## config.mk

```make
export PLATFORM = sky130hd
export DESIGN_NAME = serial_work_receive_flat
export DESIGN_NICKNAME = d
export VERILOG_FILES = /design/src/rtl/ltc_serial_pkg.sv /design/src/rtl/serial_work_receive_if.sv /design/src/rtl/serial_rx_byte.sv /design/src/rtl/serial_work_receive.sv /design/src/flat_wrapper.sv
export SDC_FILE = /design/constraint.sdc
export NUM_CORES = 2
export LEC_CHECK = 0
export ABC_AREA = 1
export BUFFER_PORTS_ARGS = -buffer_cell sky130_fd_sc_hd__buf_4
export CAP_MARGIN = 20
export CORE_ASPECT_RATIO = 0.8
export CORE_MARGIN = 2
export CORE_UTILIZATION = 40
export DETAILED_ROUTE_END_ITERATION = 8
export SKIP_LAST_GASP = 1
export SLEW_MARGIN = 20
export SYNTH_ARGS = -nofsm -noshare
export SYNTH_HDL_FRONTEND = slang
export SYNTH_SLANG_ARGS = --single-unit
```

## constraint.sdc

```tcl
create_clock -name clk -period 2.5 [get_ports clk]
set_input_delay 0.375 -clock clk [delete_from_list [all_inputs] [get_ports clk]]
set_output_delay 0.375 -clock clk [all_outputs]
set_load 0.01 [all_outputs]
```

## src/rtl/ltc_serial_pkg.sv

```systemverilog
// Shared definitions for the host work link (receive and transmit sides).
//   rx_state_e      : receiver byte FSM states
//   WORK_BYTES_DEF  : default getwork frame length in bytes
//   bit_div/half_div: clocks per bit and per half bit from clock and baud rate
package ltc_serial_pkg;

  typedef enum logic [1:0] {
    IDLE  = 2'd0,
    START = 2'd1,
    DATA  = 2'd2,
    STOP  = 2'd3
  } rx_state_e;

  localparam int unsigned WORK_BYTES_DEF = 84;

  // Truncating division: the receiver runs slightly fast, never slow.
  function automatic int unsigned bit_div(input int unsigned clk_hz, input int unsigned baud);
    return clk_hz / baud;
  endfunction

  function automatic int unsigned half_div(input int unsigned clk_hz, input int unsigned baud);
    return bit_div(clk_hz, baud) / 2;
  endfunction

endpackage

```

## src/rtl/serial_work_receive_if.sv

```systemverilog
// Work-link bundle between the RxD pin side and the hashing cores.
//   RxD       : serial line, idle high
//   data      : last complete frame, first byte in the top byte
//   rx_done   : one-cycle pulse, data updated on the same edge
//   frame_err : one-cycle pulse on a bad stop bit
//   timeout   : one-cycle pulse when a partial frame is discarded
// master = line driver / frame consumer, slave = receiver.
interface serial_work_receive_if
  import ltc_serial_pkg::*;
#(
  parameter int unsigned WORK_BYTES = WORK_BYTES_DEF
);
  localparam int unsigned DW = 8 * WORK_BYTES;

  logic          RxD;
  logic [DW-1:0] data;
  logic          rx_done;
  logic          frame_err;
  logic          timeout;

  modport master (output RxD, input data, input rx_done, input frame_err, input timeout);
  modport slave  (input RxD, output data, output rx_done, output frame_err, output timeout);
endinterface

```

## src/rtl/serial_rx_byte.sv

```systemverilog
// 8N1 byte receiver: RxD synchroniser, start/data/stop FSM and bit timing.
// Ports:
//   clk, rstn     : clock, async active-low reset
//   i_rxd         : raw serial input
//   o_byte        : last received byte (LSB arrives first)
//   o_byte_valid  : one-cycle pulse, byte had a good stop bit
//   o_frame_err   : one-cycle pulse, stop bit sampled low
//   o_idle_c      : FSM in IDLE (only with SERIAL_RX_TIMEOUT_EN)
module serial_rx_byte
  import ltc_serial_pkg::*;
#(
  parameter int unsigned comm_clk_frequency = 100_000_000,
  parameter int unsigned baud_rate          = 115_200
) (
  input  logic       clk,
  input  logic       rstn,
  input  logic       i_rxd,
  output logic [7:0] o_byte,
  output logic       o_byte_valid,
  output logic       o_frame_err
`ifdef SERIAL_RX_TIMEOUT_EN
  ,
  output logic       o_idle_c
`endif
);
  localparam int unsigned BIT_DIV  = bit_div(comm_clk_frequency, baud_rate);
  localparam int unsigned HALF_DIV = half_div(comm_clk_frequency, baud_rate);
  localparam int unsigned CNT_W    = (BIT_DIV > 1) ? $clog2(BIT_DIV) : 1;

  rx_state_e        r_state;
  logic [1:0]       r_sync;
  logic             r_rx_prev;
  logic [CNT_W-1:0] r_cnt;
  logic [2:0]       r_bit;
  logic [7:0]       r_byte;
  logic             r_byte_valid;
  logic             r_frame_err;
  logic             r_brk;

  logic w_rx;
  logic w_fall;
  logic w_bit_end;
  logic w_half_end;

  assign w_rx       = r_sync[1];
  assign w_fall     = r_rx_prev & ~w_rx;
  assign w_bit_end  = (r_cnt == CNT_W'(BIT_DIV - 1));
  assign w_half_end = (r_cnt == CNT_W'(HALF_DIV - 1));

  // Synchroniser, edge history and byte FSM.
  always_ff @(posedge clk or negedge rstn) begin
    if (!rstn) begin
      r_state      <= IDLE;
      r_sync       <= 2'b11;
      r_rx_prev    <= 1'b1;
      r_cnt        <= '0;
      r_bit        <= '0;
      r_byte       <= '0;
      r_byte_valid <= 1'b0;
      r_frame_err  <= 1'b0;
      r_brk        <= 1'b0;
    end else begin
      r_sync       <= {r_sync[0], i_rxd};
      r_rx_prev    <= w_rx;
      r_byte_valid <= 1'b0;
      r_frame_err  <= 1'b0;
      case (r_state)
        IDLE: begin
          if (w_fall) begin
            r_state <= START;
            r_cnt   <= '0;
          end
        end
        START: begin
          // Mid start bit: a high line here was only a glitch.
          if (w_half_end) begin
            r_cnt   <= '0;
            r_bit   <= '0;
            r_state <= w_rx ? IDLE : DATA;
          end else begin
            r_cnt <= r_cnt + CNT_W'(1);
          end
        end
        DATA: begin
          if (w_bit_end) begin
            r_cnt  <= '0;
            r_byte <= {w_rx, r_byte[7:1]};
            r_bit  <= r_bit + 3'd1;
            if (r_bit == 3'd7) r_state <= STOP;
          end else begin
            r_cnt <= r_cnt + CNT_W'(1);
          end
        end
        STOP: begin
          // After a bad stop bit, hold here until the line is back high.
          if (r_brk) begin
            if (w_rx) begin
              r_brk   <= 1'b0;
              r_state <= IDLE;
            end
          end else if (w_bit_end) begin
            r_cnt <= '0;
            if (w_rx) begin
              r_byte_valid <= 1'b1;
              r_state      <= IDLE;
            end else begin
              r_frame_err <= 1'b1;
              r_brk       <= 1'b1;
            end
          end else begin
            r_cnt <= r_cnt + CNT_W'(1);
          end
        end
        default: r_state <= IDLE;
      endcase
    end
  end

  assign o_byte       = r_byte;
  assign o_byte_valid = r_byte_valid;
  assign o_frame_err  = r_frame_err;
`ifdef SERIAL_RX_TIMEOUT_EN
  assign o_idle_c     = (r_state == IDLE);
`endif

endmodule

```

## src/rtl/serial_work_receive.sv

```systemverilog
// Miner-side work link: assembles 8N1 bytes from RxD into WORK_BYTES-byte
// getwork frames and presents each complete frame on data with rx_done.
// Ports:
//   clk, rstn : clock, async active-low reset
//   bus       : serial_work_receive_if.slave (RxD in; data, rx_done,
//               frame_err, timeout out)
// Build option: SERIAL_RX_TIMEOUT_EN discards a partial frame after
// TIMEOUT_BITS idle bit-times; without it timeout is constant 0.
module serial_work_receive
  import ltc_serial_pkg::*;
#(
  parameter int unsigned comm_clk_frequency = 100_000_000,
  parameter int unsigned baud_rate          = 115_200,
  parameter int unsigned WORK_BYTES         = WORK_BYTES_DEF
`ifdef SERIAL_RX_TIMEOUT_EN
  ,
  parameter int unsigned TIMEOUT_BITS       = 64
`endif
) (
  input logic                  clk,
  input logic                  rstn,
  serial_work_receive_if.slave bus
);
  localparam int unsigned DW   = 8 * WORK_BYTES;
  localparam int unsigned SH_W = DW - 8;
  localparam int unsigned BC_W = $clog2(WORK_BYTES);

  logic [7:0]      w_byte;
  logic            w_byte_valid;
  logic            w_frame_err;
  logic            w_last;
  logic            w_to_hit;

  logic [BC_W-1:0] r_byte_cnt;
  logic [SH_W-1:0] r_shift;
  logic [DW-1:0]   r_data;
  logic            r_rx_done;
  logic            r_timeout;

`ifdef SERIAL_RX_TIMEOUT_EN
  localparam int unsigned BIT_DIV = bit_div(comm_clk_frequency, baud_rate);
  localparam int unsigned TO_CYC  = TIMEOUT_BITS * BIT_DIV;
  localparam int unsigned TO_W    = $clog2(TO_CYC);

  logic            w_idle;
  logic [TO_W-1:0] r_idle_cnt;
`endif

  serial_rx_byte #(
    .comm_clk_frequency (comm_clk_frequency),
    .baud_rate          (baud_rate)
  ) u_rx_byte (
    .clk          (clk),
    .rstn         (rstn),
    .i_rxd        (bus.RxD),
    .o_byte       (w_byte),
    .o_byte_valid (w_byte_valid),
    .o_frame_err  (w_frame_err)
`ifdef SERIAL_RX_TIMEOUT_EN
    ,
    .o_idle_c     (w_idle)
`endif
  );

  assign w_last = (r_byte_cnt == BC_W'(WORK_BYTES - 1));

`ifdef SERIAL_RX_TIMEOUT_EN
  assign w_to_hit = w_idle && (r_byte_cnt != '0) && (r_idle_cnt == TO_W'(TO_CYC - 1));

  // Idle time with a partial frame pending; leaving IDLE (start edge) clears it.
  always_ff @(posedge clk or negedge rstn) begin
    if (!rstn) begin
      r_idle_cnt <= '0;
    end else if (!w_idle || (r_byte_cnt == '0) || w_to_hit) begin
      r_idle_cnt <= '0;
    end else begin
      r_idle_cnt <= r_idle_cnt + TO_W'(1);
    end
  end
`else
  assign w_to_hit = 1'b0;
`endif

  // Frame assembly; data only changes when the last byte of a frame lands.
  always_ff @(posedge clk or negedge rstn) begin
    if (!rstn) begin
      r_byte_cnt <= '0;
      r_shift    <= '0;
      r_data     <= '0;
      r_rx_done  <= 1'b0;
      r_timeout  <= 1'b0;
    end else begin
      r_rx_done <= 1'b0;
      r_timeout <= w_to_hit;
      if (w_byte_valid) begin
        if (w_last) begin
          r_data     <= {r_shift, w_byte};
          r_rx_done  <= 1'b1;
          r_shift    <= '0;
          r_byte_cnt <= '0;
        end else begin
          r_shift    <= {r_shift[SH_W-9:0], w_byte};
          r_byte_cnt <= r_byte_cnt + BC_W'(1);
        end
      end else if (w_to_hit) begin
        r_shift    <= '0;
        r_byte_cnt <= '0;
      end
    end
  end

  assign bus.data      = r_data;
  assign bus.rx_done   = r_rx_done;
  assign bus.frame_err = w_frame_err;
  assign bus.timeout   = r_timeout;

endmodule

```

## src/flat_wrapper.sv

```systemverilog
// flat-port wrapper written by rule: the top's interface ports become plain ports
module serial_work_receive_flat import ltc_serial_pkg::*;
#(
  parameter int unsigned comm_clk_frequency = 100_000_000,
  parameter int unsigned baud_rate          = 115_200,
  parameter int unsigned WORK_BYTES         = WORK_BYTES_DEF

)
  (clk, rstn, bus_RxD, bus_data, bus_rx_done, bus_frame_err, bus_timeout);
  serial_work_receive_if #(.WORK_BYTES(WORK_BYTES)) bus_i ();
  input logic clk;
  input logic rstn;
  input wire logic [$bits(bus_i.RxD)-1:0] bus_RxD;
  output wire logic [$bits(bus_i.data)-1:0] bus_data;
  output wire logic [$bits(bus_i.rx_done)-1:0] bus_rx_done;
  output wire logic [$bits(bus_i.frame_err)-1:0] bus_frame_err;
  output wire logic [$bits(bus_i.timeout)-1:0] bus_timeout;
  assign bus_i.RxD = bus_RxD;
  assign bus_data = bus_i.data;
  assign bus_rx_done = bus_i.rx_done;
  assign bus_frame_err = bus_i.frame_err;
  assign bus_timeout = bus_i.timeout;
  serial_work_receive #(.comm_clk_frequency(comm_clk_frequency), .baud_rate(baud_rate), .WORK_BYTES(WORK_BYTES)) u_core (.clk(clk), .rstn(rstn), .bus(bus_i));
endmodule
```

* After elaboration in Yosys (flattened, before gate mapping) *
Index checks and enable logic that the tools add are counted.

operators by class
  equality and inequality tests = 13
  bitwise operators = 2
  add/subtract/negate cells = 3
  muxes and demuxes = 30
  reductions and logical operators = 7

operator list
  operator                                         count
  two-way mux 664 bit                              1
  two-way mux 10 bit                               4
  one-hot mux 10 bit (4 select lines)              1
  two-way mux 2 bit                                8
  two-way mux 1 bit                                11
  adder 10 x 1 -> 10 bit (second input constant)   1
  == test 10 bit (second input constant)           1
  == test 10 x 9 -> 1 bit (second input constant)  1
  inequality test 2 bit (second input constant)    5
  one-hot mux 2 bit (4 select lines)               1
  adder 7 x 1 -> 7 bit (second input constant)     1
  == test 7 bit (second input constant)            1
  two-way mux 7 bit                                1
  two-way mux 3 bit                                2
  one-hot mux 3 bit (2 select lines)               1
  AND reduction 2 bit                              3
  AND reduction 5 bit                              1
  == test 2 bit (second input constant)            2
  adder 3 x 1 -> 3 bit (second input constant)     1
  == test 3 bit (second input constant)            1
  inequality test 3 bit (second input constant)    1
  AND reduction 3 bit                              1
  == test 2 x 1 -> 1 bit (second input constant)   1
  logical NOT 2 bit                                1
  3 further kinds                                  3

storage, ports and cells
  register bits after elaboration = 1373
  logic and storage cells = 68
  input bits = 3
  output and inout port bits = 675

* Longest topological paths before layout *
  depth in word-level cells = 4
  depth in mapped cells = 11

* Cells and area by module *
Synthesis repeated with hierarchy kept, for this count alone.

unflattened totals
  cells, all modules = 6019
  area, all modules = 53974.3 um^2

modules (own cells, without submodules)
  module               area an instance (um^2)  instances  cells an instance  seq. area each (um^2)
  serial_work_receive  52531.6                  1          5845               33632.3
  serial_rx_byte       1442.6                   1          174                729.4

* Worst setup path before layout *
Ideal clock, no wire load.

  path type = register to register
  start point = register u_core.r_byte_cnt[0]
  end point = register u_core.r_data[614], in the netlist u_core.bus.data[614]
  data arrival time = 1.483 ns
  setup slack = 0.886 ns
  cell stages (with the launch flop) = 12
  clock period less this slack = 1.614 ns
  cells stage by stage = dfrtp_1 ha_1 nand2_1 nor3_2 nand2_1 nor2_2 inv_2 buf_6 buf_6 buf_2 nand2_1 o21ai_1

on the way
  cells in the longest elaborated chain, start to end = 2

ends and longest elaborated chain
  item                           line                        text
  start: declaration             serial_work_receive.sv:34   logic [BC_W-1:0] r_byte_cnt;
  start signal: assignment       serial_work_receive.sv:103  r_byte_cnt <= r_byte_cnt + BC_W'(1);
  == test 7 bit                  serial_work_receive.sv:65   assign w_last = (r_byte_cnt == BC_W'(WORK_BYTES - 1));
  AND reduction 2 bit (no line)  n/a
  end signal: assignment         serial_work_receive.sv:97   r_data <= {r_shift, w_byte};
  end: declaration               serial_work_receive.sv:36   logic [DW-1:0] r_data;

Every way passes these cells.
A chain may end at the register's enable or synchronous reset.

* Worst setup path in the final report *
  start point = register u_core.r_byte_cnt[0]
  end point = register u_core.r_data[90], in the netlist u_core.bus.data[90]

Same word-level chain as after synthesis.

==> summary.txt <==
Timing
  – Layout Skew: 36.6 ps
  – Hold Fails Final Rpt: 0
  – Setup-failing EPs final: 0
  – Fin crit period: 2170 ps
  – Tcrit/Tclk final: 0.867
  – Max-Slew Margin vs Limit: 0.408
  – RSZ-0062 raised after global routing: no
  – Setup TNS: 0 ps
  – Actual slew at the worst max-slew pin: 889 ps
  – Slew Viols, Final: 0
  – Achievable clock frequency: 0.461 GHz

Setup path
  – Crit Path Class: reg2reg
  – CP required: 3190 ps
  – R2R cell count: 10
  – Worst R2R Start: u_core.r_byte_cnt[0]
  – CP Max Fanout: 38
  – CP delay by family, top: buffers and inverters
  – Max incr delay on CP: ~410 ps
  – Worst Setup End Kind: flip-flop
  – WP data arrival: 2860 ps
  – Most used cell along the critical path: nand2_1
  – R2R setup slack: 330 ps
  – Buf/Inv on CP: 3
  – Crit path max-delay cell type: dfrtp_1
  – CP startpoint kind: flip-flop
  – R2R Path End: u_core.bus.data[90]
  – Worst path depth: 10
  – CP cell instances: ha_1, nand2_1, nor3_2, nand2_1, nor2_2, inv_8, buf_12, buf_4, nand2_1, o21ai_1

Synth
  – Post-synthesis mux area share: 0
  – Ys flop type: dfrtp_1
  – Post-synthesis xor/xnor area fraction: 0.000701
  – Post-synth ARST share: 1.00
  – Syn Inst Count: 4539
  – Post-synthesis cell type count: 29
  – Syn nets: 4547
  – Avg Inst Size Synth: 11.0 sq um
  – Synth Cell Area: 0.0500 sq mm
  – Combinational family with the most area after synthesis: compound AO/OA/AOI/OAI gates
  – Synth Area in Adders: 0.00125
  – Post-synth EDFFs: 0
  – Compound-Gate Fraction of Synth Area: 0.161
  – #FFs+latches synth: 1373
  – Yosys warnings: 0
  – Simple-Gate Fraction of Synth Area: 0.0610
  – Seq/Total Area, Yosys: 0.687

Floorplanning
  – Core area: 0.125 sq mm
  – # IOs: a little under 700
  – Chip width: about 400 um
  – Cell Rows: about 120
  – Die area: 0.128 sq mm
  – Initial Util: 0.402
  – Chip height: approximately 320 um

GRT
  – Grt ovf: 0
  – GRT met1 Usage: 0.304
  – Grt met2 use: 0.311
  – Largest net degree at the start of global routing: 162
  – Busiest grt layer: met2
  – Vias in the first global route: 33900
  – Global-route wire length before repair: about 210000 um
  – M3 GR Usage: 0.0432
  – Total track usage: 0.207
  – Initial antenna violation count: 1

Run status
  – Status: complete, no violations

Detailed routing
  – Post-route ant nets: 0
  – Violation count after the first detailed-route iteration: approximately 2600
  – Routed wire per std cell: 19.2 um
  – Number of remaining DRC errors: 0
  – Vias per cell: about 5.0
  – Vias: ~35000
  – First-pass iteration count of the detailed router: 7
  – WL final: 133000 um

Pwr
  – Pwr dens: 716 mW/mm^2
  – Worst vdd ir: 0.559 mV
  – Leakage power: ~29 nW

CTS
  – Clock Path Buffers: 3
  – Clk_lat worst skew: 780 ps
  – Clock Sinks: around 1400
  – H-tree depth: 4
  – TritonCTS clock tree: yes
  – Clock Pin Slew Worst Setup and Hold Paths: 60 ps
  – Total CTS buffers: around 140
  – Setup bufs post-CTS: 0
  – CTS Root Cell: clkbuf_16

Job
  – # Max-Cap Violations: 0

Finish
  – Filler Cells Inserted: 11300
  – Area Overhead vs Synth: 23.2%
  – Most common cell after layout, fill and taps aside: dfrtp_1
  – Final Util: 0.495
  – Nets: between 5000 and 6000
  – Layout cell share with drive strength beyond 1: 0.213
  – Most frequent cells in the layout: dfrtp_1 (1369), buf_4 (743), nand2_1 (731)

Hold path
  – Hold crit path type: in2async

Placement
  – DP HPWL: 91100 um
  – Number of port buffers: about 680
  – GPL Wtd Cong: approximately 0.83
kinds of logic after synthesis:
logic type               Yosys count
AO/OA/AOI/OAI                   1364
adder cells (fa/ha/maj)            5
AND/OR/NAND/NOR                  792
XOR/XNOR                           4
buffers and inverters           1000
other                              1
flip-flops                      1373
report_power, final:
group	internal (W)	leakage, nW	switching, W
Combinational	0.000178	7.31	0.000667
Sequential	0.0223	19.2	0.0000464
Clock	0.0121	2.30	0.00887
Total	0.0346	28.8	0.00959
timing repair:
item,CTS,global route
resized for setup,0,0
hold buffers,2,0
endpoints found under the hold margin,802,0
stage by stage:
| stage | hold WS (ps) | std cells | power, W | instance area (sq um) | worst slack (ps) |
|---|---|---|---|---|---|
| after floorplan | 79.4 | 4539 | 0.0230 | 50000 | 886 |
| after global placement | 316 | 6691 | 0.0236 | 57000 | 361 |
| after detailed placement | 314 | 6691 | 0.0236 | 57000 | 318 |
| after CTS | 125 | 6947 | 0.0446 | 61600 | 319 |
| after global routing | 172 | 6947 | 0.0458 | 61600 | 158 |
| final | 175 | 6948 | 0.0442 | 61600 | 333 |
worst max path at each step:
stage / from / endpoint / slack (ps)
2_1_floorplan: u_core.r_byte_cnt[0] / u_core.bus.data[614] / 890
3_3_place_gp: u_core.r_byte_cnt[0] / u_core.bus.data[259] / 360
3_5_place_dp: u_core.r_byte_cnt[0] / u_core.bus.data[90] / 320
4_1_cts: u_core.r_byte_cnt[0] / u_core.bus.data[99] / 320
5_1_grt: u_core.r_byte_cnt[0] / u_core.bus.data[90] / 160
6_report: u_core.r_byte_cnt[0] / u_core.bus.data[90] / 330
synthesized netlist by cell type (8+ instances only):
cell type | instances | share of area
buf_6 | 80 | 0.018
nand3_1 | 20 | 0.0020
o22ai_1 | 665 | 0.083
inv_1 | 701 | 0.053
a21oi_1 | 8 | 0.00080
nand2_1 | 732 | 0.055
o21ai_0 | 68 | 0.0068
nor2_1 | 20 | 0.0015
dfrtp_1 | 1370 | 0.69
clkbuf_1 | 142 | 0.011
o21ai_2 | 100 | 0.018
o21ai_1 | 520 | 0.052
buf_2 | 75 | 0.0075
layer usage:
| layer | up-vias | share of wire | wire (um) |
|---|---|---|---|
| met5 | - | 0 | 0 |
| met4 | 0 | 0.021 | 2770 |
| met3 | 147 | 0.056 | 7400 |
| met2 | 853 | 0.46 | 61000 |
| met1 | 17200 | 0.47 | 62000 |
| li1 | 16400 | - | - |
flip-flops by register name, summed over array words and instances (netlist names), named ones only:
| signal | cells |
|---|---|
| u_core.u_rx_byte.r_sync | 2 |
| u_core.r_byte_cnt | 7 |
| u_core.u_rx_byte.o_byte_valid | 1 |
| u_core.bus.data | 672 |
| u_core.u_rx_byte.r_bit | 3 |
| u_core.u_rx_byte.r_rx_prev | 1 |
| u_core.u_rx_byte.o_frame_err | 1 |
| u_core.bus.rx_done | 1 |
| u_core.u_rx_byte.r_brk | 1 |
| u_core.u_rx_byte.r_cnt | 10 |
| u_core.u_rx_byte.r_state | 1 |
| u_core.r_shift | 664 |
| u_core.u_rx_byte.o_byte | 8 |
final cells by class:
| cell class | count | area (sq um) | share of cell area |
|---|---|---|---|
| Inverter | 702 | 2640 | 0.0429 |
| Clock inverter | 48 | 531 | 0.00861 |
| Timing Repair Buffer | 800 | 6710 | 0.109 |
| Clock buffer | 206 | 4110 | 0.0668 |
| Antenna cell | 1 | 2.50 | 0.0000406 |
| Tap cell | 1652 | 2070 | 0.0335 |
| Sequential cell | 1373 | 34400 | 0.558 |
| Multi-Input combinational cell | 2166 | 11200 | 0.182 |
Power figures use the tool's default switching activity.
